**src/rtl/hilo_unit.sv**
```systemverilog
// HI/LO register unit for the multicycle MIPS datapath.
// Follows a multiply from request to completion, with a timeout. Captures the
// 64-bit product into HI/LO and services MTHI/MTLO/MFHI/MFLO.
//
// Handshake: mult_start is a single-cycle request. It is taken only in IDLE.
// endMult qualifies mul, and it is sampled only in WAIT. A HI/LO op that meets
// WAIT raises stall and is dropped. Control holds the op until stall falls.
module hilo_unit #(
    parameter int TIMEOUT = 40
) (
    input  logic        Clk,
    input  logic        reset,
    input  logic        mult_start,
    input  logic        endMult,
    input  logic [63:0] mul,
    input  logic [2:0]  hilo_op,
    input  logic [31:0] wr_data,
    output logic [31:0] hi_out,
    output logic [31:0] lo_out,
    output logic [31:0] rd_data,
    output logic        busy,
    output logic        done,
    output logic        stall,
    output logic        timeout_err
);

    typedef enum logic [1:0] {
        IDLE = 2'd0,
        WAIT = 2'd1,
        DONE = 2'd2
    } state_t;

    localparam logic [5:0] CNT_LAST = 6'(TIMEOUT - 1);

    state_t      state;
    state_t      state_nxt;
    logic [5:0]  cnt;
    logic [31:0] hi_q;
    logic [31:0] lo_q;
    logic        start_acc;
    logic        capture;
    logic        expire;
    logic        op_valid;
    logic        wr_hi;
    logic        wr_lo;

    // Decode events that steer state, counter and register updates.
    always_comb begin
        start_acc = (state == IDLE) && mult_start;
        capture   = (state == WAIT) && endMult;
        expire    = (state == WAIT) && !endMult && (cnt == CNT_LAST);
        op_valid  = (hilo_op >= 3'b001) && (hilo_op <= 3'b100);
        wr_hi     = (state != WAIT) && (hilo_op == 3'b001);
        wr_lo     = (state != WAIT) && (hilo_op == 3'b010);
    end

    // State register.
    always_ff @(posedge Clk or posedge reset) begin
        if (reset) state <= IDLE;
        else       state <= state_nxt;
    end

    // Next state: a capture takes priority over a timeout in the same cycle.
    always_comb begin
        state_nxt = state;
        case (state)
            IDLE:    if (start_acc) state_nxt = WAIT;
            WAIT: begin
                if (capture)     state_nxt = DONE;
                else if (expire) state_nxt = IDLE;
            end
            DONE:    state_nxt = IDLE;
            default: state_nxt = IDLE;
        endcase
    end

    // Wait counter and the sticky timeout flag. A new start clears the flag.
    always_ff @(posedge Clk or posedge reset) begin
        if (reset) begin
            cnt         <= 6'd0;
            timeout_err <= 1'b0;
        end else if (start_acc) begin
            cnt         <= 6'd0;
            timeout_err <= 1'b0;
        end else if (expire) begin
            timeout_err <= 1'b1;
        end else if ((state == WAIT) && !endMult) begin
            cnt <= cnt + 6'd1;
        end
    end

    // HI/LO registers: product capture in WAIT, move-to writes in any other state.
    always_ff @(posedge Clk or posedge reset) begin
        if (reset) begin
            hi_q <= 32'd0;
            lo_q <= 32'd0;
        end else if (capture) begin
            hi_q <= mul[63:32];
            lo_q <= mul[31:0];
        end else begin
            if (wr_hi) hi_q <= wr_data;
            if (wr_lo) lo_q <= wr_data;
        end
    end

    // Read mux and status outputs.
    always_comb begin
        case (hilo_op)
            3'b011:  rd_data = hi_q;
            3'b100:  rd_data = lo_q;
            default: rd_data = 32'd0;
        endcase
        hi_out = hi_q;
        lo_out = lo_q;
        busy   = (state == WAIT);
        done   = (state == DONE);
        stall  = busy && op_valid;
    end

endmodule

```
**config.mk**
```make
export PLATFORM = sky130hd
export DESIGN_NAME = hilo_unit
export DESIGN_NICKNAME = d
export VERILOG_FILES = /design/src/rtl/hilo_unit.sv
export SDC_FILE = /design/constraint.sdc
export NUM_CORES = 1
export LEC_CHECK = 0
export ABC_AREA = 1
export CELL_PAD_IN_SITES_DETAIL_PLACEMENT = 1
export CELL_PAD_IN_SITES_GLOBAL_PLACEMENT = 1
export CORE_ASPECT_RATIO = 0.6
export CORE_UTILIZATION = 28
export CTS_BUF_LIST = sky130_fd_sc_hd__clkbuf_16
export DETAILED_ROUTE_END_ITERATION = 10
export GPL_ROUTABILITY_DRIVEN = 1
export PLACE_DENSITY = 0.89
export SLEW_MARGIN = 15
export SYNTH_ARGS = -nofsm -noshare
export SYNTH_HDL_FRONTEND = slang
export SYNTH_SLANG_ARGS = --single-unit
```
**constraint.sdc**
```tcl
create_clock -name Clk -period 2.9 [get_ports Clk]
set_input_delay 0.87 -clock Clk [delete_from_list [all_inputs] [get_ports Clk]]
set_output_delay 0.87 -clock Clk [all_outputs]
set_load 0.01 [all_outputs]
```
==> Word-level counts from Yosys, hierarchy flattened <==
Index checks and enable logic that the tools add are counted.
{ "op_classes": {"addsub": 1, "n_lt_le_gt_ge": 2, "eq_ne": 11, "muxes": 14, "n_reduce_logical": 16} }
{ "op_table": {"columns": ["op", "count"], "rows": [
  ["two-way mux 32 bit", 4],
  ["case mux 32 bit (2 select lines)", 1],
  ["two-way mux 6 bit", 3],
  ["logical AND 1 bit", 8],
  ["nonzero test 2 bit", 4],
  ["adder 6 x 1 -> 6 bit, second input constant", 1],
  ["equality test 3 x 2 -> 1 bit, second input constant", 2],
  ["equality test 6 bit, second input constant", 1],
  ["two-way mux 2 bit", 3],
  ["!= test 2 bit, second input constant", 2],
  ["case mux 2 bit (2 select lines)", 1],
  ["AND reduction 2 bit", 2],
  ["equality test 3 x 1 -> 1 bit, second input constant", 1],
  ["equality test 3 bit, second input constant", 1],
  [">= comparator 3 x 1 -> 1 bit, second input constant", 1],
  ["less-or-equal comparator 3 bit, second input constant", 1],
  ["!= test 3 x 1 -> 1 bit, second input constant", 1],
  ["equality test 2 x 1 -> 1 bit, second input constant", 1],
  ["equality test 2 bit, second input constant", 1],
  ["logical NOT 2 bit", 1],
  ["two-way mux 1 bit", 2],
  ["!= test 2 x 1 -> 1 bit, second input constant", 1],
  ["logical NOT 1 bit", 1]
]} }
{ "totals": {"ff_bits": 73, "output_inout_bits": 100, "elab_cells": 49} }

==> Longest topological paths before layout <==
Gate-level depths: netlist of the first run.
{ "depth": {"word_depth": 6, "mapped_depth": 9} }

==> Least setup slack after synthesis of the first run <==
No wires, ideal clock.
{ "synth_path": {"kind": "in2out", "start": "in hilo_op[1]", "end": "out rd_data[12]", "arrival_time_ns": 1.707, "setup_slack_ns": 0.323, "cell_stages": 5, "path_buffers": 2, "cell_sequence": "buf_2 > inv_1 > nand3_1 > clkbuf_1 > o21ai_0"} }
{ "synth_between": {"elab_chain_len": 2, "word_cells_on_any_way": 3} }
{ "synth_lines": {"columns": ["element", "line", "text"], "rows": [
  ["start, declared", "16", "input logic [2:0] hilo_op,"],
  ["equality test 3 bit or equality test 3 x 2 -> 1 bit (tied branches)", "108", "case (hilo_op)"],
  ["case mux 32 bit (2 select lines) (*)", "108", null],
  ["end, declared", "20", "output logic [31:0] rd_data,"]
]} }
Every way passes the cells marked *; elsewhere a longest branch is shown, timed or not.

==> Worst setup path in the final report of the first run <==
{ "layout_path": {"start": "in hilo_op[1]", "end": "out stall"} }
{ "layout_between": {"elab_chain_len": 3, "word_cells_on_any_way": 4} }
{ "layout_lines": {"columns": ["element", "line", "text"], "rows": [
  [">= comparator 3 x 1 -> 1 bit or less-or-equal comparator 3 bit (tied branches)", "52", "op_valid = (hilo_op >= 3'b001) && (hilo_op <= 3'b100);"],
  ["logical AND 1 bit (*)", "52", null],
  ["logical AND 1 bit (*)", "117", "stall = busy && op_valid;"],
  ["end, declared", "23", "output logic stall,"]
]} }
Marked as above.

==> flow_metrics.env, run 1 <==
export IMPL_tritoncts="yes"
export IMPL_critical_path_arrival_ps=1930
export IMPL_via_count=4930
export IMPL_final_cell_area_um2=6690
export IMPL_antenna_cells=0
export IMPL_clock_skew_ps=5.20
export IMPL_via_per_inst=4.76
export IMPL_cts_num_sinks=73
export IMPL_p_switching_w=0.00221
export IMPL_hp_class="flop to flop"
export IMPL_yosys_register_bits=73
export IMPL_drc=0
export IMPL_worst_hold_slack_ps=527
export IMPL_firstDrtPassIters=4
export IMPL_p_seq_share_pct=35.5
export IMPL_path_max_fanout=34
export IMPL_io_pins=203
export IMPL_netlist_top_cells_area="dfrtp_1, nand2_1, nand3_1"
export IMPL_grt_total_usage_pct=23.6
export IMPL_maxSlewViolCount=0
export IMPL_clock_power_share_pct=17.3
export IMPL_clk_path_buf_depth=2
export IMPL_timing_final_hold_violations=0
export IMPL_first_iter_violations=318
export IMPL_post_synth_instance_area_um2=4230
export IMPL_yosys_cell_types=21
export IMPL_p_comb_share_pct=47.2
export IMPL_syn_area_per_cell_um2=6.68
export IMPL_rsz0062_at_grt="no"
export IMPL_total_power_w=0.00565
export IMPL_clk_pin_slew_ps=60
export IMPL_placement_io_buffers=202
export IMPL_yosys_warnings=0
export IMPL_worst_endpoint_required_ps=2030
export IMPL_grt_overflow_total=0
export IMPL_via_count_of_the_first_global_routing_pass=5166
export IMPL_worstMarginPinSlew_ps=454
export IMPL_chipHeight_um=97.2
export IMPL_grt_pass1_wl_um=28500
export IMPL_final_min_clock_period_ps=2800
export IMPL_layout_nets=936
export IMPL_cp_end_kind="output port"
export IMPL_power_per_cell_area_nw_per_um2=845
export IMPL_share_of_yosys_cell_area_claimed_by_the_top_area_cell_type_pct=43.2
export IMPL_final_min_period_over_clock_period_pct=96.5
export IMPL_synthCells=633
export IMPL_cts_hold_buffers=0
export IMPL_max_slew_margin_pct=69.7
export IMPL_dp_final_hpwl_um=12600
export IMPL_worst_ir_drop_vdd_v=0.000337
export IMPL_die_width_um=161
export IMPL_place_gp_congestion=0.863
export IMPL_fp_row_count=34
export IMPL_timing_critical_path_from_type="primary input"
export IMPL_inserted_clock_buffers=9
export IMPL_core_region_area_um2=14600
export IMPL_clock_tree_htree_level_count=3
export IMPL_initial_core_util_pct=28.9
export IMPL_layout_cells_non_filler=1035
export IMPL_worst_setup_path_type="primary input to output port"
export IMPL_post_drt_wl_per_cell_um=17.3
export IMPL_dpl_cell_area_um2=6520
export IMPL_p_leak_nw=3.46
export IMPL_status="complete, no violations"
export IMPL_internal_dissipation_w=0.00344
export IMPL_routed_wire_length_um=18000
export IMPL_final_setup_tns_ps=0
export IMPL_netSwitchingFraction_pct=39.1
export IMPL_synthDominantAreaCellType="dfrtp_1"
export IMPL_layout_drive_gt1_share_pct=10.0
export IMPL_cts_root_buf="clkbuf_16"
export IMPL_clkLatencyLatePin_ps=330
export IMPL_ant_nets=0
export IMPL_setup_violations_final=0
export IMPL_die_area_um2=15600
export IMPL_number_of_nets_produced_by_synthesis=737
export IMPL_max_cap_violations=0
export IMPL_ys_seq_area_share_pct=43.2
export IMPL_place_detailed_instances=1015
export IMPL_largest_net_degree_at_the_start_of_global_routing=74
export IMPL_antenna_found_initial=0
export IMPL_area_growth_synth_to_final_pct=58.1
export IMPL_max_freq_ghz=0.357
-- critical path, cell delays in order --
cell and delay (ps):
buf_2 90, buf_4 390, o21ai_0 160, a21oi_1 140, dlygate4sd2_1 280
-- cell families (layout without fill, tap and decap cells) --
family                   count (synthesis)  in the layout  share of synthesized area (%)
adder cells (fa/ha/maj)                  1              1                          0.296
buffers and inverters                   88            292                           9.44
AO/OA/AOI/OAI                           36             36                           4.26
AND/OR/NAND/NOR                        435            435                           42.8
flip-flops                              73             73                           43.2
-- timing repair --
action,4_1_cts,5_1_grt
gates resized for setup,144,4
setup endpoints to repair,33,11
pin swaps,1,1
buffers inserted,2,0
gates cloned,2,0
-- path summary, 6_finish.rpt --
kind	slack, ps	from	depth (start not counted)	to
worst max register to register	1210	state[0]$_DFFE_PP0P_	8	hi_out[5]$_DFFE_PP0P_
worst min register to register	530	timeout_err$_DFFE_PP0P_	2	timeout_err$_DFFE_PP0P_
max in group asynchronous	1630	reset	3	hi_out[15]$_DFFE_PP0P_
worst max-delay path	100	hilo_op[1]	5	stall
worst min-delay path	530	timeout_err$_DFFE_PP0P_	2	timeout_err$_DFFE_PP0P_
min in group asynchronous	940	reset	3	hi_out[2]$_DFFE_PP0P_
-- synth_stat cells, drive strengths merged --
library cell,instances
buf,25
nor3,1
ha,1
nor2,9
clkbuf,14
nand4,2
inv,49
a21oi,2
o21ai,34
nand3,109
nand2,314
dfrtp,73
-- power by group through the flow --
| stage | combinational [W] | clock [W] | sequential (W) |
|---|---|---|---|
| after floorplan | 0.000983 | 0 | 0.00207 |
| after global placement | 0.00265 | 0 | 0.00198 |
| after detailed placement | 0.00274 | 0 | 0.00200 |
| after CTS | 0.00270 | 0.00101 | 0.00200 |
| after global routing | 0.00293 | 0.00104 | 0.00207 |
| final | 0.00267 | 0.000979 | 0.00200 |
-- stage by stage --
| stage | utilization [%] | worst slack [ps] |
|---|---|---|
| after global routing | 45.7 | 61.1 |
| after detailed placement | 44.5 | -567 |
| after floorplan | - | 177 |
| final | 45.7 | 101 |
| after global placement | 44.5 | -448 |
| after CTS | 45.7 | 23.6 |
-- routing by layer --
layer	GRT usage, %	vias up	wire length [um]	share of wire [%]
li1	-	2377	-	-
met1	30.9	2378	8180	46
met2	38.7	158	8210	46
met3	5.55	17	1280	7.1
met4	6.45	0	281	1.6
met5	0	-	0	0
-- sequential cells by signal, indices dropped and copies added, names as in the netlist --
register and flops:
state 2, cnt 6, lo_out 32, timeout_err 1
hi_out 32
-- cell usage in the layout, fill, tap and decap left out, types with 7 or more instances in the layout --
| cell | n |
|---|---|
| nor2_1 | 7 |
| buf_2 | 33 |
| nand3_1 | 108 |
| dfrtp_1 | 73 |
| inv_1 | 47 |
| nand2_1 | 312 |
| clkdlybuf4s50_1 | 166 |
| buf_4 | 15 |
| clkbuf_16 | 9 |
| o21ai_0 | 28 |
-- final cells by class --
cell class / count / area [um^2]
Clock buffer: 9 / 225
Clock inverter: 7 / 31.3
Fill cell: 1883 / 7950
Inverter: 49 / 185
Multi-Input combinational cell: 472 / 2010
Sequential cell: 73 / 1830
Tap cell: 198 / 248
Timing Repair Buffer: 227 / 2160
Power figures use the tool's default switching activity.
==> inputs of run 2 (changes only) <==
Settings changed: TNS_END_PERCENT from default to 1.
==> results of run 2 <==
Same layout as run 1: the final DEF is identical, and so are final timing and power.
==> inputs of run 3 (changes only) <==
Settings changed: CORE_ASPECT_RATIO 0.6 to default.
==> run 3 against run 2 <==
Effect of this change:
- the flow now finishes with violations (design-rule violations)
- final cell count decreased by 1.4%
- via count about the same
- flip-flop and latch count did not move
- total power increased by 4.8%
- fmax barely moved
- register-to-register slack improved by 190 ps
==> flow_metrics.env, run 3 (synthesis gave the netlist of run 1 again) <==
export IMPL_timing_critical_path_from_type="primary input"
export IMPL_clk_path_buf_depth=2
export IMPL_dpl_cell_area_um2=6500
export IMPL_timing_final_hold_violations=0
export IMPL_antenna_found_initial=0
export IMPL_cts_root_buf="clkbuf_16"
export IMPL_worst_endpoint_required_ps=2030
export IMPL_area_growth_synth_to_final_pct=60.6
export IMPL_p_leak_nw=3.49
export IMPL_worst_ir_drop_vdd_v=0.000309
export IMPL_max_cap_violations=0
export IMPL_fp_row_count=44
export IMPL_worst_reg2reg_setup_slack_ps=1400
export IMPL_layout_common_cells="nand2_1, clkdlybuf4s50_1, nand3_1"
export IMPL_core_region_area_um2=14600
export IMPL_die_area_um2=15600
export IMPL_grt_met1_usage_pct=27.2
export IMPL_met3_track_usage_gr_pct=4.12
export IMPL_tritoncts="yes"
export IMPL_placement_io_buffers=202
export IMPL_rsz0062_at_grt="no"
export IMPL_failed_checks="design-rule violations"
export IMPL_layout_nets=935
export IMPL_path_max_fanout=12
export IMPL_path_cells="clkdlybuf4s15_1 > inv_2 > nand3_2 > buf_6 > a21oi_1 > dlygate4sd2_1"
export IMPL_cp_end_kind="output port"
export IMPL_ant_nets=0
export IMPL_die_width_um=125
export IMPL_clk_pin_slew_ps=60
export IMPL_chipHeight_um=125
export IMPL_status="finished with violations"
export IMPL_antenna_cells=0
export IMPL_firstDrtPassIters=7
export IMPL_cp_slowest_stage_delay_ps=290
export IMPL_final_min_clock_period_ps=2800
export IMPL_final_setup_tns_ps=0
export IMPL_initial_core_util_pct=28.9
export IMPL_largest_net_degree_at_the_start_of_global_routing=66
export IMPL_total_power_w=0.00592
export IMPL_clock_tree_htree_level_count=3
export IMPL_hp_class="flop to flop"
export IMPL_worstMarginPinSlew_ps=627
export IMPL_maxSlewViolCount=0
export IMPL_setup_violations_final=0
export IMPL_inserted_clock_buffers=9
export IMPL_cpLargestDelayFamily="buffers and inverters"
export IMPL_max_slew_margin_pct=58.2
export IMPL_via_count=4926
export IMPL_max_stage_delay_cell_worst_path="dlygate4sd2_1"
export IMPL_met2_usage_pct=41.3
export IMPL_max_freq_ghz=0.357
export IMPL_clock_skew_ps=11.2
export IMPL_post_drt_wl_per_cell_um=16.7
export IMPL_critical_path_arrival_ps=1930
export IMPL_clkLatencyLatePin_ps=340
export IMPL_grt_total_usage_pct=22.7
export IMPL_cts_num_sinks=73
export IMPL_most_frequent_standard_cell_in_the_layout_excluding_fill_and_tap_cells="nand2_1"
export IMPL_layout_drive_gt1_share_pct=10.5
export IMPL_io_pins=203
export IMPL_grt_most_used_layer="met2"
export IMPL_first_iter_violations=294
export IMPL_drc=34
export IMPL_path_buf_inv=4
export IMPL_final_min_period_over_clock_period_pct=96.6
export IMPL_grt_pass1_wl_um=27800
export IMPL_dp_final_hpwl_um=11800
export IMPL_via_count_of_the_first_global_routing_pass=5100
export IMPL_worst_setup_path_type="primary input to output port"
export IMPL_place_gp_congestion=0.809
export IMPL_worst_hold_slack_ps=522
export IMPL_routed_wire_length_um=17100
export IMPL_layout_core_utilization_pct=46.4
export IMPL_final_cell_area_um2=6790
export IMPL_grt_overflow_total=0
export IMPL_power_per_cell_area_nw_per_um2=871
export IMPL_via_per_inst=4.83
[run 3: area by class of cell]
class / count / area (um^2)
fillers: 1874 / 7850
clock inverters: 7 / 118
well taps: 184 / 230
multi-input cells: 472 / 2020
repair buffers: 226 / 2190
clock buffers: 9 / 225
inverters: 49 / 185
flip-flops and latches: 73 / 1830
[run 3: worst paths after layout]
check                                         from                       to  cells past startpoint
min in group asynchronous                    reset   lo_out[30]$_DFFE_PP0P_                      2
min                        timeout_err$_DFFE_PP0P_  timeout_err$_DFFE_PP0P_                      2
max in group asynchronous                    reset   hi_out[16]$_DFFE_PP0P_                      3
min reg2reg                timeout_err$_DFFE_PP0P_  timeout_err$_DFFE_PP0P_                      2
max reg2reg                     cnt[0]$_DFFE_PP0P_       cnt[0]$_DFFE_PP0P_                      8
max                                     hilo_op[0]                    stall                      6
[run 3: what timing repair did]
action / CTS / global route
setup buffers: 3 / 0
gates cloned: 2 / 0
setup endpoints to repair: 33 / 32
resized for setup: 147 / 7
pin swaps: 1 / 1
hold buffers: 0 / 0
[run 3: where the power goes]
group / leakage, nW / total (W) / internal (W) / switching, W
Combinational: 2.40 / 0.00266 / 0.00138 / 0.00128
Clock: 0.170 / 0.00129 / 0.000842 / 0.000444
Sequential: 0.918 / 0.00198 / 0.00150 / 0.000480
[run 3: stage by stage]
stage               setup WS [ps]  std cells
global route                 8.61       1020
detailed placement           -576        999
finish                        100       1020
global placement             -561        999
CTS                          6.75       1020
floorplan                     177        633
[run 3: metal layers]
layer	part of all wire, %	up-vias
met5	0	-
met4	1.4	0
met3	5.9	13
met2	51	155
met1	42	2375
li1	-	2383
[run 3: tightest hold or removal path, delay by kind of cell, from the launching register on]
kind	cells	cell delay, ps
buffers and inverters	1	50
AO/OA/AOI/OAI	1	60
flip-flops	1	370
